==> config.mk <==
export PLATFORM = sky130hd
export DESIGN_NAME = operand_fetch_flat
export DESIGN_NICKNAME = d
export VERILOG_FILES = /design/src/rtl/operand_fetch_if.sv /design/src/rtl/operand_fetch.sv /design/src/flat_wrapper.sv
export SDC_FILE = /design/constraint.sdc
export NUM_CORES = 1
export LEC_CHECK = 0
export ABC_AREA = 1
export CAP_MARGIN = 20
export CORE_AREA = 2 2 256 258
export DETAILED_ROUTE_END_ITERATION = 6
export DIE_AREA = 0 0 258 260
export DONT_BUFFER_PORTS = 1
export PLACE_DENSITY = 0.43
export SETUP_SLACK_MARGIN = 0.5
export SLEW_MARGIN = 15
export SYNTH_ARGS = -nofsm -noshare
export SYNTH_HDL_FRONTEND = slang
export SYNTH_SLANG_ARGS = --single-unit
==> constraint.sdc <==
create_clock -name clk -period 8.8 [get_ports clk]
set_input_delay 0.88 -clock clk [delete_from_list [all_inputs] [get_ports clk]]
set_output_delay 0.88 -clock clk [all_outputs]
set_load 0.05 [all_outputs]
==> src/rtl/operand_fetch_if.sv <==
// operand_fetch_if: instruction-field handshake into the operand-fetch stage
// and operand-pair handshake out of it toward the ALU.
// master = upstream/downstream environment, slave = the operand-fetch stage.
interface operand_fetch_if;
   // upstream instruction fields
   logic        in_valid;
   logic        in_ready;
   logic [3:0]  rs_a;
   logic [3:0]  rs_b;
   logic [3:0]  rd;
   logic [3:0]  op;
   // downstream operand pair
   logic        out_valid;
   logic        out_ready;
   logic [31:0] op_a;
   logic [31:0] op_b;
   logic [3:0]  out_rd;
   logic [3:0]  out_op;

   modport master (
      output in_valid, rs_a, rs_b, rd, op, out_ready,
      input  in_ready, out_valid, op_a, op_b, out_rd, out_op
   );

   modport slave (
      input  in_valid, rs_a, rs_b, rd, op, out_ready,
      output in_ready, out_valid, op_a, op_b, out_rd, out_op
   );
endinterface

==> src/rtl/operand_fetch.sv <==
// operand_fetch: reads two source operands from the 16 x 32-bit register bank
// at push time and holds {op_a, op_b, rd, op} in a 2-entry circular buffer
// that sustains one transfer per cycle under back-pressure. Counts cycles in
// which a valid operand pair waits on the ALU (saturating).
// Optional feature: define OPFETCH_BYPASS_EN to forward an in-flight
// write-back value (wb_valid_i/wb_sel_i/wb_data_i) into op_a and/or op_b.
module operand_fetch #(
   parameter int DEPTH   = 2,   // fixed buffer depth; pointers are 1 bit
   parameter int STALL_W = 16
) (
   input  logic               clk,
   input  logic               rst,
   operand_fetch_if.slave     bus,
   input  logic [511:0]       reg_file_i,
   input  logic               wb_valid_i,
   input  logic [3:0]         wb_sel_i,
   input  logic [31:0]        wb_data_i,
   output logic [STALL_W-1:0] stall_cnt_o
);

   typedef struct packed {
      logic [31:0] op_a;
      logic [31:0] op_b;
      logic [3:0]  rd;
      logic [3:0]  op;
   } entry_t;

   localparam logic [1:0] FULL = 2'(DEPTH);

   entry_t               mem_q [DEPTH];
   logic                 wr_ptr_q, wr_ptr_d;
   logic                 rd_ptr_q, rd_ptr_d;
   logic [1:0]           count_q, count_d;
   logic [STALL_W-1:0]   stall_q, stall_d;

   logic                 push, pop;
   entry_t               new_entry;

   // handshake flags: in_ready is forced low while reset is asserted
   assign bus.in_ready  = (count_q < FULL) && !rst;
   assign bus.out_valid = (count_q != 2'd0);
   assign push          = bus.in_valid && bus.in_ready;
   assign pop           = bus.out_valid && bus.out_ready;

   // head entry drives the ALU-facing outputs
   assign bus.op_a   = mem_q[rd_ptr_q].op_a;
   assign bus.op_b   = mem_q[rd_ptr_q].op_b;
   assign bus.out_rd = mem_q[rd_ptr_q].rd;
   assign bus.out_op = mem_q[rd_ptr_q].op;
   assign stall_cnt_o = stall_q;

   // operand selection (and optional write-back forwarding) for the entry being pushed
   always_comb begin
      // NOTE: every signal assigned here gets a default first so no latch is inferred.
      new_entry      = '0;
      new_entry.op_a = reg_file_i[32*bus.rs_a +: 32];
      new_entry.op_b = reg_file_i[32*bus.rs_b +: 32];
      new_entry.rd   = bus.rd;
      new_entry.op   = bus.op;
`ifdef OPFETCH_BYPASS_EN
      if (wb_valid_i && (wb_sel_i == bus.rs_a)) new_entry.op_a = wb_data_i;
      if (wb_valid_i && (wb_sel_i == bus.rs_b)) new_entry.op_b = wb_data_i;
`endif
   end

`ifndef OPFETCH_BYPASS_EN
   // write-back inputs are intentionally ignored without forwarding
   logic unused_wb;
   assign unused_wb = ^{wb_valid_i, wb_sel_i, wb_data_i};
`endif

   // next-state for pointers, occupancy and the saturating stall counter
   always_comb begin
      wr_ptr_d = wr_ptr_q;
      rd_ptr_d = rd_ptr_q;
      count_d  = count_q;
      stall_d  = stall_q;
      if (push) wr_ptr_d = ~wr_ptr_q;
      if (pop)  rd_ptr_d = ~rd_ptr_q;
      case ({push, pop})
         2'b10:   count_d = count_q + 2'd1;
         2'b01:   count_d = count_q - 2'd1;
         default: count_d = count_q;
      endcase
      if (bus.out_valid && !bus.out_ready && (stall_q != '1))
         stall_d = stall_q + 1'b1;
   end

   // control state registers
   always_ff @(posedge clk or posedge rst) begin
      // NOTE: sequential state uses non-blocking assignments so every register
      // samples the pre-edge value of the others.
      if (rst) begin
         wr_ptr_q <= 1'b0;
         rd_ptr_q <= 1'b0;
         count_q  <= 2'd0;
         stall_q  <= '0;
      end else begin
         wr_ptr_q <= wr_ptr_d;
         rd_ptr_q <= rd_ptr_d;
         count_q  <= count_d;
         stall_q  <= stall_d;
      end
   end

   // buffer storage: operands frozen at capture
   always_ff @(posedge clk or posedge rst) begin
      // NOTE: the entries are reset because the head entry is visible on the
      // outputs and must read as zero straight out of reset.
      if (rst) begin
         for (int i = 0; i < DEPTH; i++) mem_q[i] <= '0;
      end else if (push) begin
         mem_q[wr_ptr_q] <= new_entry;
      end
   end

endmodule

==> src/flat_wrapper.sv <==
// flat-port wrapper written by rule: the top's interface ports become plain ports
module operand_fetch_flat 
#(
   parameter int DEPTH   = 2,                                            
   parameter int STALL_W = 16
)
  (clk, rst, reg_file_i, wb_valid_i, wb_sel_i, wb_data_i, stall_cnt_o, bus_in_valid, bus_rs_a, bus_rs_b, bus_rd, bus_op, bus_out_ready, bus_in_ready, bus_out_valid, bus_op_a, bus_op_b, bus_out_rd, bus_out_op);
  operand_fetch_if bus_i ();
  input  logic clk;
  input  logic rst;
  input  logic [511:0] reg_file_i;
  input  logic wb_valid_i;
  input  logic [3:0] wb_sel_i;
  input  logic [31:0] wb_data_i;
  output logic [STALL_W-1:0] stall_cnt_o;
  input wire logic [$bits(bus_i.in_valid)-1:0] bus_in_valid;
  input wire logic [$bits(bus_i.rs_a)-1:0] bus_rs_a;
  input wire logic [$bits(bus_i.rs_b)-1:0] bus_rs_b;
  input wire logic [$bits(bus_i.rd)-1:0] bus_rd;
  input wire logic [$bits(bus_i.op)-1:0] bus_op;
  input wire logic [$bits(bus_i.out_ready)-1:0] bus_out_ready;
  output wire logic [$bits(bus_i.in_ready)-1:0] bus_in_ready;
  output wire logic [$bits(bus_i.out_valid)-1:0] bus_out_valid;
  output wire logic [$bits(bus_i.op_a)-1:0] bus_op_a;
  output wire logic [$bits(bus_i.op_b)-1:0] bus_op_b;
  output wire logic [$bits(bus_i.out_rd)-1:0] bus_out_rd;
  output wire logic [$bits(bus_i.out_op)-1:0] bus_out_op;
  assign bus_i.in_valid = bus_in_valid;
  assign bus_i.rs_a = bus_rs_a;
  assign bus_i.rs_b = bus_rs_b;
  assign bus_i.rd = bus_rd;
  assign bus_i.op = bus_op;
  assign bus_i.out_ready = bus_out_ready;
  assign bus_in_ready = bus_i.in_ready;
  assign bus_out_valid = bus_i.out_valid;
  assign bus_op_a = bus_i.op_a;
  assign bus_op_b = bus_i.op_b;
  assign bus_out_rd = bus_i.out_rd;
  assign bus_out_op = bus_i.out_op;
  operand_fetch #(.DEPTH(DEPTH), .STALL_W(STALL_W)) u_core (.clk(clk), .rst(rst), .bus(bus_i), .reg_file_i(reg_file_i), .wb_valid_i(wb_valid_i), .wb_sel_i(wb_sel_i), .wb_data_i(wb_data_i), .stall_cnt_o(stall_cnt_o));
endmodule
==> impl_metrics.tcl <==
set metrics [dict create \
    status "finished clean" \
    power.share.switching_pct 56.5 \
    drive_above_1_share_pct 2.18 \
    rsz0062_at_grt "false" \
    fin_crit_sh_pct 39.3 \
    grt-ovfl-total 0 \
    worst_pin_slew_ns 1.06 \
    finalInstanceArea_mm2 0.0196 \
    tns_ns 0 \
    antenna_found_initial 18 \
    cts_buffer_depth 2 \
    relSlewSlack_pct 29.5 \
    clock_skew_ns 0.00861 \
    dieArea_mm2 0.0671 \
    drt_pass1_iterations 6 \
    synth.net_count 4273 \
    cts_sinks 164 \
    setup_violations 0 \
    core_area_mm2 0.0641 \
    gp_congestion 0.865 \
    routedWlPerCell_um 23.1 \
    maxCapViolCount 0 \
    hold_slack_ns 0.313 \
    synth_cell_types 28 \
    postSynthCellCount 3702 \
    tritoncts "built" \
    clockRootBuffer "clkbuf_16" \
    drc 0 \
    finalNetCount 4052 \
    finalCriticalPeriod_ns 3.46 \
    p_clk_share_pct 16.1 \
    critical_path_class "input pin to register" \
    combPwrFrac_pct 53.6 \
    port_buffers 0 \
    synth_top_area_cell "nand2_1" \
    num_rows 93 \
    slew_violations 0 \
    netlist_area_mm2 0.0193 \
    die_h_um 260 \
    grt_max_degree 258 \
    ys_ff_latch 164 \
    r2r-start "u_core.count_q[1]" \
    synth-edff-count 0 \
    required_ns 9.18 \
    area_growth_pct 1.33 \
    boundaryPins 659 \
    regToRegEndpoint "u_core.mem_q[71]" \
    synth_top_area_share_pct 34.0 \
    vdd_drop_max_v 0.000175 \
    post_cts_buffers 0 \
    seqPwrFrac_pct 30.3 \
    ys_seq_area_share_pct 21.2 \
    yosysMostFrequentCell "nand2_1" \
    synth.area.top_cells "nand2_1 (34%), nand3_1 (23%), dfrtp_1 (21%), inv_1 (11%), buf_6 (3.0%)" \
    die_x_um 258 \
    start_util_pct 30.2 \
    dpl.hpwl_mm 68.9 \
    hold_class "input pin to asynchronous set/reset pin" \
    switching_power_mw 2.57 \
    rrSetupSlack_ns 6.04 \
    finalHoldViolations 0 \
    clk_pin_slew_ns 0.06 \
    cts_made_buffers 17 \
    ys.flop_type "dfrtp_1" \
    intPower_mw 1.98 \
    cts_resized 0 \
    ant_nets 0 \
    htreeDepth 4 \
    start_kind "input pin" \
    critPathCaptureType "register" \
    async_flop_share_pct 100 \
    viasPerCell 5.16 \
    grt.total_usage_pct 29.1 \
    routed_wl_mm 101 \
    synth_warnings 0 \
    grt_pass1_vias 21524 \
    leakagePower_nw 11.6 \
    crit_fanout 129 \
    avgSynthCellArea_um2 5.23 \
    vias 22496 \
    reg2regPathDepth 7 \
    worstSkewPairLatency_ns 0.45 \
    drtIter0Drc 2431 \
    nFillCells 7687 \
    synth_commonest_cells "nand2_1 (1751), nand3_1 (905), inv_1 (545)" \
    power_per_cell_area_mw_per_mm2 232 \
    fmax_ghz 0.289 \
    holdBufCountCts 0 \
    placed_area_mm2 0.0190 \
    grt_pass1_wl_mm 146 \
    arrival_ns 3.84 \
]
==> cell type report <==
type / instances / area [um2] / share of cell area (%)
Multi-Input combinational cell: 2728 / 11600 / 59.2
Antenna cell: 12 / 30.0 / 0.153
Clock buffer: 21 / 470 / 2.40
Timing Repair Buffer: 17 / 140 / 0.715
Sequential cell: 164 / 4110 / 21.0
Tap cell: 855 / 1070 / 5.46
Inverter: 553 / 2100 / 10.7
Clock inverter: 8 / 78.8 / 0.402
==> routing by layer <==
metal	share of wire, %	GRT usage, %
met5	0.080	0
met4	3.4	10.3
met3	8.1	6.09
met2	46	47.3
met1	42	38.1
==> power groups by stage <==
| stage | Clock, mW | Combinational (mW) | Sequential, mW |
|---|---|---|---|
| finish | 0.734 | 2.44 | 1.38 |
| global route | 0.779 | 2.65 | 1.42 |
| CTS | 0.744 | 2.47 | 1.38 |
| detailed placement | 0 | 2.47 | 1.39 |
| global placement | 0 | 2.46 | 1.38 |
| floorplan | 0 | 2.02 | 1.33 |
==> cells in the final DEF, fill, tap and decap left out, types with 4 or more instances in the layout <==
cell / count
o21ai_2: 5
buf_4: 16
clkbuf_16: 17
nand4_1: 6
o21ai_1: 8
inv_2: 6
nand3_1: 905
o21ai_0: 12
xor2_1: 7
diode_2: 12
nand2_1: 1751
nor2_1: 8
clkinvlp_4: 4
nand2_2: 4
dfrtp_1: 163
inv_1: 541
nand3b_1: 4
==> registers in the layout (all words and copies together), names as in the netlist <==
| signal | cells |
|---|---|
| u_core.mem_q | 144 |
| u_core.rd_ptr_q | 1 |
| u_core.stall_cnt_o | 16 |
| u_core.wr_ptr_q | 1 |
| u_core.count_q | 2 |
==> worst max-delay path by stage <==
stage,depth (start not counted),end,start
2_1_floorplan,1,u_core.count_q[0],rst
3_3_place_gp,8,u_core.mem_q[134],bus_rs_a[1]
3_5_place_dp,8,u_core.mem_q[134],bus_rs_a[1]
4_1_cts,3,bus_out_rd[0],u_core.rd_ptr_q
5_1_grt,8,u_core.mem_q[131],bus_rs_a[1]
6_report,8,u_core.mem_q[131],bus_rs_a[1]
==> through the flow <==
step / std cells / util (%) / total power [mW] / setup slack [ns]
final: 4358 / 30.6 / 4.55 / 5.34
after global routing: 4357 / 30.6 / 4.85 / 5.30
after global placement: 4317 / 29.7 / 3.85 / 5.19
after detailed placement: 4317 / 29.7 / 3.85 / 5.17
after CTS: 4346 / 30.5 / 4.59 / 5.55
after floorplan: 3702 / - / 3.35 / 3.49
==> cell families after synthesis <==
group                    share of synthesized area, %
buffers and inverters                            18.8
adder cells (fa/ha/maj)                         0.129
AO/OA/AOI/OAI                                   0.795
flip-flops                                       21.2
AND/OR/NAND/NOR                                  58.6
XOR/XNOR                                        0.407
==> worst max-delay path, cell delays in order <==
cell and delay [ns]:
inv_4 0.69, buf_4 0.87, nand3_1 0.15, nand3_1 0.12, nand3_1 0.31, nand2_1 0.38
nand2_1 0.09, nand2_1 0.09
No activity file was read; power rests on OpenSTA's default activity.
